==> src/rtl/fp_acc_sequencer.sv <==
// Custom-instruction initiator for the FP accumulator core: streams COUNT terms in,
// follows them through the core pipeline, and returns the final sum with sticky flags.
module fp_acc_sequencer #(
  parameter int ACC_LATENCY = 3,
  parameter int CNT_W       = 16
) (
  input  logic             clock,
  input  logic             reset,
  input  logic             clk_en,
  input  logic             start,
  input  logic [CNT_W-1:0] count,
  input  logic             term_valid,
  input  logic [31:0]      term_data,
  output logic             term_ready,
  output logic [31:0]      acc_x,
  output logic             acc_n,
  output logic             acc_en,
  input  logic [31:0]      acc_r,
  input  logic             acc_xo,
  input  logic             acc_xu,
  input  logic             acc_ao,
  output logic [31:0]      result,
  output logic             xo,
  output logic             xu,
  output logic             ao,
  output logic             done,
  output logic             busy
);
  typedef enum logic [1:0] {IDLE, FEED, DRAIN, DONE} state_t;
  typedef struct packed {
    logic term;
    logic last;
  } trk_t;

  state_t                state, state_nxt;
  trk_t [ACC_LATENCY:0]  trk_pipe;
  logic [CNT_W-1:0]      remaining;
  logic                  first;
  logic                  acc_en_q;
  logic                  accept;
  logic                  last_accept;
  logic                  exit_term;
  logic                  exit_last;

  assign term_ready  = (state == FEED) && clk_en;
  assign accept      = term_valid && term_ready;
  assign last_accept = accept && (remaining == CNT_W'(1));
  assign exit_term   = trk_pipe[ACC_LATENCY].term;
  assign exit_last   = trk_pipe[ACC_LATENCY].last;
  // The core only advances on enabled cycles, so a frozen sequencer must also freeze it.
  assign acc_en      = acc_en_q && clk_en;
  assign busy        = (state != IDLE);

  always_ff @(posedge clock or posedge reset) begin
    if (reset)       state <= IDLE;
    else if (clk_en) state <= state_nxt;
  end

  always_comb begin
    state_nxt = state;
    case (state)
      IDLE:    if (start) state_nxt = (count == '0) ? DONE : FEED;
      FEED:    if (last_accept) state_nxt = DRAIN;
      DRAIN:   if (exit_term && exit_last) state_nxt = DONE;
      DONE:    state_nxt = IDLE;
      default: state_nxt = IDLE;
    endcase
  end

  always_ff @(posedge clock or posedge reset) begin
    if (reset) begin
      remaining <= '0;
      first     <= 1'b0;
      trk_pipe  <= '0;
      acc_x     <= '0;
      acc_n     <= 1'b0;
      acc_en_q  <= 1'b0;
      result    <= '0;
      xo        <= 1'b0;
      xu        <= 1'b0;
      ao        <= 1'b0;
      done      <= 1'b0;
    end else if (clk_en) begin
      trk_pipe <= {trk_pipe[ACC_LATENCY-1:0], accept, last_accept};
      done     <= (state == DONE);
      // Flags seen alongside a real term are folded in; bubble exits are ignored.
      if (exit_term) begin
        xo <= xo | acc_xo;
        xu <= xu | acc_xu;
        ao <= ao | acc_ao;
      end
      case (state)
        IDLE: begin
          acc_en_q <= 1'b0;
          acc_n    <= 1'b0;
          if (start) begin
            if (count != '0) begin
              remaining <= count;
              first     <= 1'b1;
              xo        <= 1'b0;
              xu        <= 1'b0;
              ao        <= 1'b0;
            end else begin
              result <= '0;
            end
          end
        end
        FEED, DRAIN: begin
          acc_en_q <= 1'b1;
          if (accept) begin
            acc_x     <= term_data;
            acc_n     <= first;
            first     <= 1'b0;
            remaining <= remaining - CNT_W'(1);
          end else begin
            acc_x <= '0;
            acc_n <= 1'b0;
          end
          if (state == DRAIN && exit_term && exit_last) result <= acc_r;
        end
        DONE: begin
          acc_en_q <= 1'b0;
          acc_n    <= 1'b0;
        end
        default: ;
      endcase
    end
  end
endmodule
==> config.mk <==
export PLATFORM = sky130hd
export DESIGN_NAME = fp_acc_sequencer
export DESIGN_NICKNAME = d
export VERILOG_FILES = /design/src/rtl/fp_acc_sequencer.sv
export SDC_FILE = /design/constraint.sdc
export NUM_CORES = 1
export LEC_CHECK = 0
export ABC_AREA = 1
export BUFFER_PORTS_ARGS = -buffer_cell sky130_fd_sc_hd__buf_4
export CAP_MARGIN = 20
export CORE_MARGIN = 5
export CORE_UTILIZATION = 35
export CTS_BUF_LIST = sky130_fd_sc_hd__clkbuf_4 sky130_fd_sc_hd__clkbuf_8
export DETAILED_ROUTE_END_ITERATION = 6
export SLEW_MARGIN = 20
export SYNTH_ARGS = -nofsm -noshare
export SYNTH_HDL_FRONTEND = slang
export SYNTH_SLANG_ARGS = --single-unit
export TNS_END_PERCENT = 5
==> constraint.sdc <==
create_clock -name clock -period 3.6 [get_ports clock]
set_clock_uncertainty 0.15 [all_clocks]
set_input_delay 0.36 -clock clock [delete_from_list [all_inputs] [get_ports clock]]
set_output_delay 0.36 -clock clock [all_outputs]
set_load 0.02 [all_outputs]
==> out/results.ini <==
[logic_synthesis]
avgSynthCellArea_um2 = 7.768
synth_top_family_by_area = simple AND/OR/NAND/NOR gates
synthAdderAreaFrac_pct = 1.924
yosys_warnings = 0
netlist_area_um2 = 4552
synth_ff_type = dfrtp_1
synth_compound_area_share_pct = 10.86
synth_xor_xnor_area_share_pct = 0
synth_cell_types = 21
ys_ff_latch = 97
synth-simple-area-share_pct = 28.28
yosysSeqAreaShare_pct = 53.33
syn_nets = 681
synthArstFlopShare_pct = 100.0
syn_inst = 586
synth_edf_count = 0
muxShareOfSynthArea_pct = 0

[global_routing]
globalRouteMet2Util_pct = 25.37
grt_pass1_vias = 4145
grt_overflow = 0
track_usage_pct = 16.51
use_met1_pct = 21.76
met3_usage_pct = 5.722
grt_pass1_wl_um = 20230
grt.busiest_layer = met2
grt_max_degree = 69
antenna_found_initial = 0

[floorplan]
die_w_um = 124.0
initial_core_util_pct = 35.92
core_area_um2 = 12670
row_count = 41
ioPinCount = 160
die_area_um2 = 15390
die_h_um = 124.0

[clock_tree]
clk_latency_ns = 0.37
clk_pin_slew_ns = 0.09
hold_buffers = 0
cts.path.max_buffers = 2
cts_buffers = 9
cts_tree = built
cts.sink_count = 97
cts_setup_buffers = 0
cts-resized-gates = 0
ctsHtreeMaxLevel = 3
root_buffer = clkbuf_8

[route]
first_pass_iters = 4
vias = 4251
drt-total-wl_um = 12530
route.detailed.wl_per_inst_um = 13.74
drt_iter0_markers = 191
vias_per_cell = 4.661
ant_nets = 0
drt_drc_violations_left = 0

[finish]
drive_above_1_share_pct = 26.35
nNetsFinal = 830
fill_cells = 1249
fin_util_pct = 48.24
final_area_um2 = 6112
diodes = 0
final_cell_count_no_fill = 912
areaGrowthSynthToFinish_pct = 34.28

[worst_setup_path]
worstPathCellList = inv_1 -> ha_2 -> buf_4 -> nand2_1 -> inv_1 -> nor2_1 -> nand2_2 -> inv_2 -> nand2_1 -> o21ai_0
critPathBufInv = 4
setup.worst_path.end_class = register
arrival_ns = 2.50
cp_top_family = buffers and inverters
start_kind = register
worstPathMaxFanout = 60
cpMaxStageDelayCell = buf_4
worstSetupPathType = reg2reg
cp.required_ns = 3.69
cp_slowest_stage_delay_ns = 0.47

[run_status]
status = complete, no violations

[hold_path]
holdCritPathClass = in2async

[timing]
fmax_mhz = 414.9
period_share_pct = 66.94
relSlewSlack_pct = 39.86
setup_tns_ns = 0
whs_ns = 0.01975
rsz0062_at_grt = false
worstMarginPinSlew_ns = 0.9011
hold_viol_final = 0
drv_slew = 0
fin_ws_ns = 1.190
setup_viol = 0
period_needed_ns = 2.410

[place]
hpwl_um = 9340
io_buffers = 159
place_congestion = 0.8173
dp_worst_setup_slack_ns = 1.134
dp_cells = 896
post_dp_cell_area_um2 = 5887

[pwr]
internal-power_mw = 2.681
ir_drop_mv = 0.3968
p_clk_share_pct = 16.1
p_sw_share_pct = 44.99
powerDensity_nw_per_um2 = 797.5
comb_power_share_pct = 49.7
power_mw = 4.874
pwr-share-seq_pct = 34.3
p_leak_nw = 3.146
switching_power_mw = 2.193

[job]
max_cap_viol_count = 0

==> cell type report <==
type	instances	area, um^2	area share (%)
Multi-Input combinational cell	427	1872	30.62
Clock inverter	3	46.29	0.7574
Inverter	35	133.9	2.190
Clock buffer	13	178.9	2.927
Tap cell	172	215.2	3.521
Timing Repair Buffer	165	1239	20.27
Sequential cell	97	2427	39.71
==> synthesized netlist by cell type, types with 2 or more instances <==
cell | count | area, um^2
or2_2 | 4 | 25.02
nand3b_1 | 2 | 15.01
o21ai_0 | 58 | 290.3
inv_1 | 33 | 123.9
nand2_2 | 4 | 25.02
buf_2 | 12 | 60.06
buf_4 | 2 | 15.01
dfrtp_1 | 97 | 2427
a21oi_1 | 3 | 15.01
clkbuf_1 | 12 | 45.04
inv_2 | 2 | 7.510
nor2_1 | 48 | 180.2
nand4_1 | 4 | 25.02
o21ai_1 | 34 | 170.2
nand3_1 | 24 | 120.1
nand2_1 | 236 | 885.9
ha_1 | 7 | 87.58
==> final timing paths <==
kind	cells after the start	startpoint	end	slack, ns
setup reg to reg	10	state[0]$_DFFE_PP0P_	remaining[5]$_DFFE_PP0P_	1.19
min in group clock	3	acc_r[25]	result[25]$_DFFE_PP0P_	0.09
max in group asynchronous	3	reset	result[5]$_DFFE_PP0P_	2.53
hold / removal	2	reset	done$_DFFE_PP0P_	0.02
setup / recovery	10	state[0]$_DFFE_PP0P_	remaining[5]$_DFFE_PP0P_	1.19
hold reg to reg	2	acc_en_q$_DFFE_PP0P_	acc_en_q$_DFFE_PP0P_	0.33
==> flip-flops by register name (all words and copies together) (netlist names) <==
signal	cells
state	2
exit_term	1
done	1
acc_x	32
trk_pipe	6
xu	1
first	1
acc_n	1
xo	1
ao	1
remaining	16
exit_last	1
result	32
acc_en_q	1
==> power groups by stage <==
stage	logic [mW]	registers [mW]	clock network, mW
after global placement	2.41	1.67	0
after CTS	2.45	1.67	0.814
after global routing	2.74	1.72	0.857
after detailed placement	2.45	1.68	0
final	2.42	1.67	0.783
after floorplan	1.41	1.90	0
==> metal layers <==
metal  up-vias  routed length, um  share of wire, %
met5         -                  0                 0
met4         0                217               1.7
met3        18               1123               9.0
met2       130               5712                46
met1      1956               5477                44
li1       2147                  -                 -
==> cells in the final DEF, fill, tap and decap left out, types with 2 or more instances in the layout <==
cell type	netlist	layout
a21oi_1	3	3
buf_4	2	165
clkbuf_8	0	13
dfrtp_1	97	97
ha_1	7	6
inv_1	33	32
inv_2	2	2
nand2_1	236	236
nand2_2	4	4
nand3_1	24	24
nand3b_1	2	2
nand4_1	4	4
nor2_1	48	48
o21ai_0	58	58
o21ai_1	34	34
or2_2	4	4
==> cell families (layout without fill, tap and decap cells) <==
| kind of cell | count (synthesis) | count (layout) |
|---|---|---|
| AO/OA/AOI/OAI | 97 | 97 |
| adder cells (fa/ha/maj) | 7 | 7 |
| buffers and inverters | 62 | 216 |
| flip-flops | 97 | 97 |
| AND/OR/NAND/NOR | 323 | 323 |
Power figures use the tool's default switching activity.
